File: src/rtl/srl_fifo_pkg.sv
// Shared address/level types for SRL-backed FIFO control logic.
package srl_fifo_pkg;
  localparam int unsigned SRL_AW        = 6;
  localparam int unsigned SRL_MAX_DEPTH = 64;
  localparam int unsigned SRL_LW        = SRL_AW + 1;

  typedef logic [SRL_AW-1:0] srl_addr_t;
  typedef logic [SRL_LW-1:0] srl_lvl_t;
endpackage

File: src/rtl/srl_fifo_level.sv
// Occupancy tracker: SRL entry count, read address of the oldest entry,
// total level (including any output register) and almost-full flag.
module srl_fifo_level
  import srl_fifo_pkg::*;
#(
  parameter int unsigned AFULL = 56
) (
  input  logic      clk,
  input  logic      rst,
  input  logic      push,
  input  logic      spop,
  input  logic      hold_nxt,
  output srl_lvl_t  cnt,
  output srl_addr_t srl_a,
  output srl_lvl_t  level,
  output logic      afull
);

  srl_lvl_t  cnt_nxt;
  srl_addr_t addr_nxt;
  srl_lvl_t  lvl_nxt;
  logic      afull_nxt;

  // Address is derived from the next count so it never sees a wrapped value.
  always_comb begin
    cnt_nxt = cnt;
    if (push && !spop) begin
      cnt_nxt = cnt + srl_lvl_t'(1);
    end else if (spop && !push) begin
      cnt_nxt = cnt - srl_lvl_t'(1);
    end
    addr_nxt  = (cnt_nxt == '0) ? '0 : SRL_AW'(cnt_nxt - srl_lvl_t'(1));
    lvl_nxt   = cnt_nxt + srl_lvl_t'(hold_nxt);
    afull_nxt = (lvl_nxt >= srl_lvl_t'(AFULL));
  end

  always_ff @(posedge clk) begin
    if (rst) begin
      cnt   <= '0;
      srl_a <= '0;
      level <= '0;
      afull <= 1'b0;
    end else begin
      cnt   <= cnt_nxt;
      srl_a <= addr_nxt;
      level <= lvl_nxt;
      afull <= afull_nxt;
    end
  end

endmodule

File: src/rtl/srl64_fifo_ctl.sv
// Valid/ready FIFO sequencer around an external 64-entry addressable SRL.
// Define SRLFIFO_OREG_EN to add an output register (capacity DEPTH+1).
module srl64_fifo_ctl
  import srl_fifo_pkg::*;
#(
  parameter int unsigned WIDTH = 12,
  parameter int unsigned DEPTH = 64,
  parameter int unsigned AFULL = 56
) (
  input  logic             clk,
  input  logic             rst,
  input  logic [WIDTH-1:0] in_data,
  input  logic             in_valid,
  output logic             in_ready,
  output logic [WIDTH-1:0] out_data,
  output logic             out_valid,
  input  logic             out_ready,
  output logic [WIDTH-1:0] srl_d,
  output logic             srl_ce,
  output srl_addr_t        srl_a,
  input  logic [WIDTH-1:0] srl_y,
  output srl_lvl_t         level,
  output logic             afull
);

  logic     push;
  logic     spop;
  logic     hold_nxt;
  srl_lvl_t cnt;

  // No write-through: a full SRL blocks the write even if the head leaves.
  assign in_ready = (cnt != srl_lvl_t'(DEPTH));
  assign push     = in_valid & in_ready;
  assign srl_d    = in_data;
  assign srl_ce   = push;

`ifdef SRLFIFO_OREG_EN
  logic             ov;
  logic             load;
  logic [WIDTH-1:0] oreg;

  // Refill the output register whenever it is empty or being consumed.
  assign load = (cnt != '0) & (~ov | out_ready);
  assign spop = load;

  always_comb begin
    hold_nxt = ov;
    if (load) begin
      hold_nxt = 1'b1;
    end else if (out_ready && ov) begin
      hold_nxt = 1'b0;
    end
  end

  always_ff @(posedge clk) begin
    if (rst) begin
      ov   <= 1'b0;
      oreg <= '0;
    end else begin
      ov <= hold_nxt;
      if (load) begin
        oreg <= srl_y;
      end
    end
  end

  assign out_valid = ov;
  assign out_data  = oreg;
`else
  assign out_valid = (cnt != '0);
  assign out_data  = srl_y;
  assign spop      = out_valid & out_ready;
  assign hold_nxt  = 1'b0;
`endif

  srl_fifo_level #(
    .AFULL(AFULL)
  ) u_level (
    .clk     (clk),
    .rst     (rst),
    .push    (push),
    .spop    (spop),
    .hold_nxt(hold_nxt),
    .cnt     (cnt),
    .srl_a   (srl_a),
    .level   (level),
    .afull   (afull)
  );

endmodule

File: config.mk
export PLATFORM = sky130hd
export DESIGN_NAME = srl64_fifo_ctl
export DESIGN_NICKNAME = d
export VERILOG_FILES = /design/src/rtl/srl_fifo_pkg.sv /design/src/rtl/srl_fifo_level.sv /design/src/rtl/srl64_fifo_ctl.sv
export SDC_FILE = /design/constraint.sdc
export NUM_CORES = 1
export LEC_CHECK = 0
export BUFFER_PORTS_ARGS = -buffer_cell sky130_fd_sc_hd__buf_2
export CAP_MARGIN = 30
export CORE_MARGIN = 1.5
export CORE_UTILIZATION = 50
export DETAILED_ROUTE_END_ITERATION = 10
export PLACE_DENSITY = 0.86
export SYNTH_ARGS = -nofsm -noshare
export SYNTH_HDL_FRONTEND = slang
export SYNTH_HIERARCHICAL = 1
export SYNTH_SLANG_ARGS = --single-unit
export TNS_END_PERCENT = 1
File: constraint.sdc
create_clock -name clk -period 6.2 [get_ports clk]
set_input_delay 0.93 -clock clk [delete_from_list [all_inputs] [get_ports clk]]
set_output_delay 0.93 -clock clk [all_outputs]
set_load 0.02 [all_outputs]
* Yosys cells after proc, flatten, opt, wreduce, memory -nomap -nowiden *
Index checks and enable logic that the tools add are counted.

word-level totals
  flip-flop bits (word level) = 14
  output and inout bits = 41
  word-level logic and storage cells = 19
  bits of input ports = 28

operators by class
  reductions and logical operators = 7
  add/subtract/negate cells = 3
  equal/unequal tests = 1
  bitwise operators = 2
  muxes and demuxes = 2
  order comparisons = 1

operators with widths
  cell                                                                number
  two-way mux 7 bit                                                   2
  adder 7 x 1 -> 7 bit (second input constant)                        1
  greater-or-equal comparator 7 x 6 -> 1 bit (second input constant)  1
  zero test 7 bit                                                     1
  != test 7 bit (second input constant)                               1
  nonzero test 7 bit                                                  1
  subtractor 7 x 1 -> 7 bit (second input constant)                   1
  subtractor 6 x 1 -> 6 bit (second input constant)                   1
  AND 1 bit                                                           2
  logical AND 1 bit                                                   2
  zero test 1 bit                                                     2
  OR reduction 2 bit                                                  1

* Logic depth before layout (Yosys ltp) *
  depth after elaboration = 8
  depth in mapped cells = 12
  mapped depth without buffers = 11

* Hierarchy *
The synthesis kept the hierarchy.

by module, submodules not included
  module          seq. area each (µm²)  area an instance (µm²)  times used  cells each
  srl_fifo_level  420.4                 1146.1                  1           123
  srl64_fifo_ctl  0.0                   240.2                   1           33

* Worst setup path before layout *
Ideal clock, no wire load.

  kind = input -> register
  start = in in_valid
  end = reg u_level.srl_a[5]
  stages = 9
  data arrival time = 2.914 ns
  library setup time = 0.065 ns
  setup slack = 3.221 ns
  required time = 6.135 ns
  buffers on the path = 1
  cell sequence = inv_1 > a31oi_1 > buf_6 > and3b_2 > nor3_1 > nor2_1 > nor4_1 > mux2_1 > nor2_1

between the ends
  longest elaborated chain between the ends = 7
  elaborated cells between the ends (all ways) = 9
  classes of those cells = add/sub: 1; mux: 2; bitwise: 1; reduce/logical: 5

RTL lines
  item                                                               line                  text
  start: declaration                                                 srl64_fifo_ctl.sv:13  input logic in_valid,
  AND 1 bit *                                                        srl64_fifo_ctl.sv:33  assign push = in_valid & in_ready;
  named net srl_ce                                                   srl64_fifo_ctl.sv:19  output logic srl_ce,
  zero test 1 bit                                                    srl_fifo_level.sv:29  end else if (spop && !push) begin
  logical AND 1 bit                                                  srl_fifo_level.sv:29
  two-way mux 7 bit                                                  srl_fifo_level.sv:29
  two-way mux 7 bit *                                                srl_fifo_level.sv:27  if (push && !spop) begin
  branches (longest 2 deep; another with subtractor 6 x 1 -> 6 bit)  -
  end signal: assignment                                             srl_fifo_level.sv:45  srl_a <= addr_nxt;
  end: declaration                                                   srl_fifo_level.sv:14  output srl_addr_t srl_a,

Mark *: on every way through the listed nets, which the timed path passes.
A chain may end at the register's enable or synchronous reset.

* Worst setup path in the final report *
  start = in out_ready
  end = reg u_level.srl_a[5]

between the ends
  longest elaborated chain between the ends = 6
  elaborated cells between the ends (all ways) = 9
  classes of those cells = add/sub: 1; mux: 2; bitwise: 1; reduce/logical: 5

RTL lines
  item                                                               line                                        text
  start: declaration                                                 srl64_fifo_ctl.sv:17                        input logic out_ready,
  AND 1 bit *                                                        srl64_fifo_ctl.sv:72                        assign spop = out_valid & out_ready;
  named net spop                                                     srl64_fifo_ctl.sv:27                        logic spop;
  logical AND 1 bit or zero test 1 bit (tied branches)               srl_fifo_level.sv:29, srl_fifo_level.sv:27
  two-way mux 7 bit or logical AND 1 bit (tied branches)             srl_fifo_level.sv:29, srl_fifo_level.sv:27
  two-way mux 7 bit *                                                srl_fifo_level.sv:27
  branches (longest 2 deep; another with subtractor 6 x 1 -> 6 bit)  -

Marks and branches as above.

==> flow_results.xml <==
<?xml version="1.0" encoding="UTF-8"?>
<metrics>
  <group name="outcome">
    <metric name="run_status" unit="">complete, no violations</metric>
  </group>
  <group name="synthesis">
    <metric name="synthesis.area_per_instance" unit="um2">8.89</metric>
    <metric name="synth_fp_nets" unit="">190</metric>
    <metric name="yosys.area_share.simple" unit="%">22.2</metric>
    <metric name="ys_types" unit="">47</metric>
    <metric name="post_synth_xor_area_fraction" unit="%">11.4</metric>
    <metric name="synth.area.top_cells" unit="">sky130_fd_sc_hd__dfxtp_1 (30%), sky130_fd_sc_hd__buf_4 (13%), sky130_fd_sc_hd__xnor2_1 (5.7%)</metric>
    <metric name="yosys_warnings" unit="">6</metric>
    <metric name="mappedNetlistArea" unit="mm2">0.00139</metric>
    <metric name="yosys_most_used_dff" unit="">sky130_fd_sc_hd__dfxtp_1</metric>
    <metric name="yosys.area.top_type_share" unit="%">30.3</metric>
    <metric name="synth_enable_flop_cells" unit="">0</metric>
    <metric name="synthAdderAreaFrac" unit="%">5.42</metric>
    <metric name="synth_compound_gate_area_share" unit="%">11.3</metric>
    <metric name="commonest_cells_in_the_netlist" unit="">sky130_fd_sc_hd__buf_4 (24), sky130_fd_sc_hd__dfxtp_1 (21), sky130_fd_sc_hd__nor2_1 (19)</metric>
    <metric name="synthMostInstantiatedCell" unit="">sky130_fd_sc_hd__buf_4</metric>
    <metric name="synth-seq-cells" unit="">21</metric>
    <metric name="synth_seq_area_share" unit="%">30.3</metric>
    <metric name="muxShareOfSynthArea" unit="%">1.62</metric>
    <metric name="synth_area_leader_cell" unit="">sky130_fd_sc_hd__dfxtp_1</metric>
    <metric name="synth_cells" unit="">156</metric>
    <metric name="main_combinational_cell_family_by_area_after_synthesis" unit="">simple AND/OR/NAND/NOR gates</metric>
    <metric name="postSynth.asyncResetShare" unit="%">0</metric>
  </group>
  <group name="layout">
    <metric name="layout.core_utilization" unit="%">52.9</metric>
    <metric name="share_of_layout_cells_above_drive_strength_1" unit="%">23.0</metric>
    <metric name="area.growth.synth_to_final" unit="%">-2.89</metric>
    <metric name="layout.filler_cells" unit="">246</metric>
    <metric name="nNetsFinal" unit="">187</metric>
    <metric name="antenna_diode_instance_count" unit="">0</metric>
  </group>
  <group name="drt">
    <metric name="routedLengthMet1" unit="mm">1.00</metric>
    <metric name="final_antenna_net_count" unit="">0</metric>
    <metric name="post-route-drc-count" unit="">0</metric>
    <metric name="initial_drt_markers" unit="">30</metric>
    <metric name="routed-wl-met3" unit="um">148</metric>
    <metric name="vias" unit="">1004</metric>
    <metric name="highest-signal-layer" unit="">met4</metric>
    <metric name="dr_wl_met2" unit="mm">1.15</metric>
    <metric name="number_of_iterations_in_the_first_detailed_routing_pass" unit="">4</metric>
    <metric name="wire_length_after_detailed_routing" unit="mm">2.35</metric>
    <metric name="drt-vias-per-instance" unit="">5.52</metric>
    <metric name="drt-wirelength-per-cell" unit="um">12.9</metric>
  </group>
  <group name="placed_design">
    <metric name="place_congestion" unit="">0.840</metric>
    <metric name="port-buffer-count" unit="">20</metric>
    <metric name="hpwl_dp" unit="mm">1.78</metric>
  </group>
  <group name="clock_network">
    <metric name="cts_tree" unit="">done</metric>
    <metric name="cts_htree_levels" unit="">1</metric>
    <metric name="clk_pin_slew_worst_paths" unit="ps">100</metric>
    <metric name="clock_path_buffers" unit="">2</metric>
    <metric name="clock_tree_sinks" unit="">21</metric>
    <metric name="clk_latency" unit="ps">300</metric>
    <metric name="post-cts-setup-buffers" unit="">0</metric>
    <metric name="cts_resized" unit="">0</metric>
    <metric name="cts.root.buffer_cell" unit="">sky130_fd_sc_hd__clkbuf_4</metric>
    <metric name="ctsHoldBuffers" unit="">0</metric>
    <metric name="numCtsBuffers" unit="">3</metric>
  </group>
  <group name="pwr">
    <metric name="internal_power" unit="mW">0.477</metric>
    <metric name="combPwrFrac" unit="%">67.3</metric>
    <metric name="p_leak" unit="nW">0.585</metric>
    <metric name="power.sequential.fraction" unit="%">25.8</metric>
    <metric name="netSwitchingPower" unit="mW">0.453</metric>
    <metric name="peakVddDrop" unit="mV">0.438</metric>
    <metric name="switching_share_of_power" unit="%">48.7</metric>
    <metric name="power.total" unit="mW">0.930</metric>
    <metric name="power.density" unit="mW/mm2">691</metric>
    <metric name="power_frac_clock" unit="%">6.9</metric>
  </group>
  <group name="floorplan">
    <metric name="start_util" unit="%">54.5</metric>
    <metric name="die_height" unit="um">55.7</metric>
    <metric name="floorplan.die.width" unit="um">55.7</metric>
    <metric name="std_cell_rows" unit="">18</metric>
    <metric name="core-area" unit="mm2">0.00254</metric>
    <metric name="dieArea" unit="mm2">0.00310</metric>
    <metric name="io_pins" unit="">69</metric>
  </group>
  <group name="setup_path">
    <metric name="timing.critical_path.fanout_max" unit="">15</metric>
    <metric name="end_kind" unit="">flip-flop</metric>
    <metric name="timing.critical_path.from_type" unit="">primary input</metric>
    <metric name="worst-setup-path-type" unit="">in -&gt; reg</metric>
    <metric name="crit_arrival" unit="ps">3490</metric>
    <metric name="timing.critical_path.required" unit="ps">6440</metric>
    <metric name="r2r_setup_slack" unit="ps">2970</metric>
  </group>
  <group name="global_routing">
    <metric name="grt_use_total" unit="%">15.5</metric>
    <metric name="largest_net_degree_at_the_start_of_global_routing" unit="">18</metric>
    <metric name="grt_first_pass_wirelength" unit="mm">4.00</metric>
    <metric name="globalRoute.totalOverflow" unit="">0</metric>
    <metric name="grt_pass1_vias" unit="">967</metric>
    <metric name="antenna_violations_before_repair" unit="">0</metric>
  </group>
  <group name="job">
    <metric name="drv.max_cap_violation_count" unit="">0</metric>
  </group>
  <group name="sta">
    <metric name="tightestPinTransition" unit="ps">862</metric>
    <metric name="final.period_utilization" unit="%">52.4</metric>
    <metric name="setup-tns-final" unit="ps">0</metric>
    <metric name="unrepaired_setup_endpoints_after_global_routing" unit="">false</metric>
    <metric name="finalClockSkew" unit="ps">10.5</metric>
    <metric name="post-route-min-period" unit="ps">3250</metric>
    <metric name="timing.slew.headroom" unit="%">42.0</metric>
    <metric name="final-max-slew-violation-count" unit="">0</metric>
    <metric name="setup_viol" unit="">0</metric>
    <metric name="hold_viol" unit="">0</metric>
    <metric name="max_freq" unit="MHz">308</metric>
  </group>
  <group name="worst_hold_path">
    <metric name="holdCritPathClass" unit="">reg -&gt; reg</metric>
  </group>
</metrics>
per-layer routing:
metal / track usage [%] / up-vias
met5: 0 / -
met4: 5.57 / 0
met3: 4.65 / 10
met2: 27.7 / 29
met1: 17.1 / 476
li1: - / 489
kinds of logic (layout without fill, tap and decap cells):
| kind of cell | after synthesis | count (layout) |
|---|---|---|
| and+or+nand+nor | 54 | 54 |
| DFF | 21 | 21 |
| xor gates and xnor gates | 15 | 15 |
| adders and majority gates | 6 | 6 |
| muxes | 2 | 2 |
| buffers and inverters | 38 | 34 |
| other | 1 | 1 |
| AOI/OAI and AO/OA | 19 | 19 |
worst max-delay path, cell delays in order:
cell and delay [ps]:
sky130_fd_sc_hd__buf_2 70, sky130_fd_sc_hd__a21boi_0 680, sky130_fd_sc_hd__or4b_1 530, sky130_fd_sc_hd__o22ai_2 170, sky130_fd_sc_hd__xor2_2 510, sky130_fd_sc_hd__nor4_1 170
sky130_fd_sc_hd__mux2_1 340, sky130_fd_sc_hd__nor2_1 80
final timing paths:
check                                    start          endpoint  cells after the start
worst max-delay path                 out_ready  u_level/srl_a[5]                      8
worst min-delay path            u_level/cnt[6]    u_level/cnt[6]                      2
worst max register to register  u_level/cnt[0]  u_level/srl_a[5]                      8
worst min register to register  u_level/cnt[6]    u_level/cnt[6]                      2
cells in the final DEF, fill, tap and decap left out, types with 3 or more instances in the layout:
cell	instances
sky130_fd_sc_hd__dfxtp_1	21
sky130_fd_sc_hd__nor2b_1	4
sky130_fd_sc_hd__nor2_1	19
sky130_fd_sc_hd__nand2_1	6
sky130_fd_sc_hd__nand3_1	5
sky130_fd_sc_hd__xnor2_1	9
sky130_fd_sc_hd__nor3_1	4
sky130_fd_sc_hd__clkbuf_4	3
sky130_fd_sc_hd__inv_1	10
sky130_fd_sc_hd__buf_2	20
sky130_fd_sc_hd__xor2_1	4
sky130_fd_sc_hd__ha_1	6
sky130_fd_sc_hd__o21ai_0	3
power groups by stage:
stage	Clock (mW)	Sequential [mW]	Combinational, mW
2_1_floorplan	0	0.273	0.492
3_3_place_gp	0	0.240	0.597
3_5_place_dp	0	0.244	0.618
4_1_cts	0.0670	0.240	0.622
5_1_grt	0.0716	0.247	0.704
6_report	0.0639	0.240	0.626
state kept, by name, summed over array words and instances (netlist names):
name,flops
u_level/cnt,7
u_level/afull,1
u_level/srl_a,6
u_level/level,7
through the flow:
stage | instance area [um2] | setup WS, ps | instances | hold slack (ps)
after global placement | 1320 | 2800 | 178 | 659
after global routing | 1350 | 2730 | 182 | 755
after floorplan | 1390 | 3220 | 156 | 612
final | 1350 | 2950 | 182 | 706
after CTS | 1350 | 2990 | 182 | 716
after detailed placement | 1320 | 2690 | 178 | 675
layout make-up:
class	count	area, um2	share of cell area, %
clock buffer	3	22.5	1.67
clock inverter	1	5.00	0.372
inverter	10	37.5	2.79
multi-input combinational	97	723	53.7
sequential	21	420	31.2
tap	30	37.5	2.79
timing repair buffer	20	100	7.43
Power figures use the tool's default switching activity.
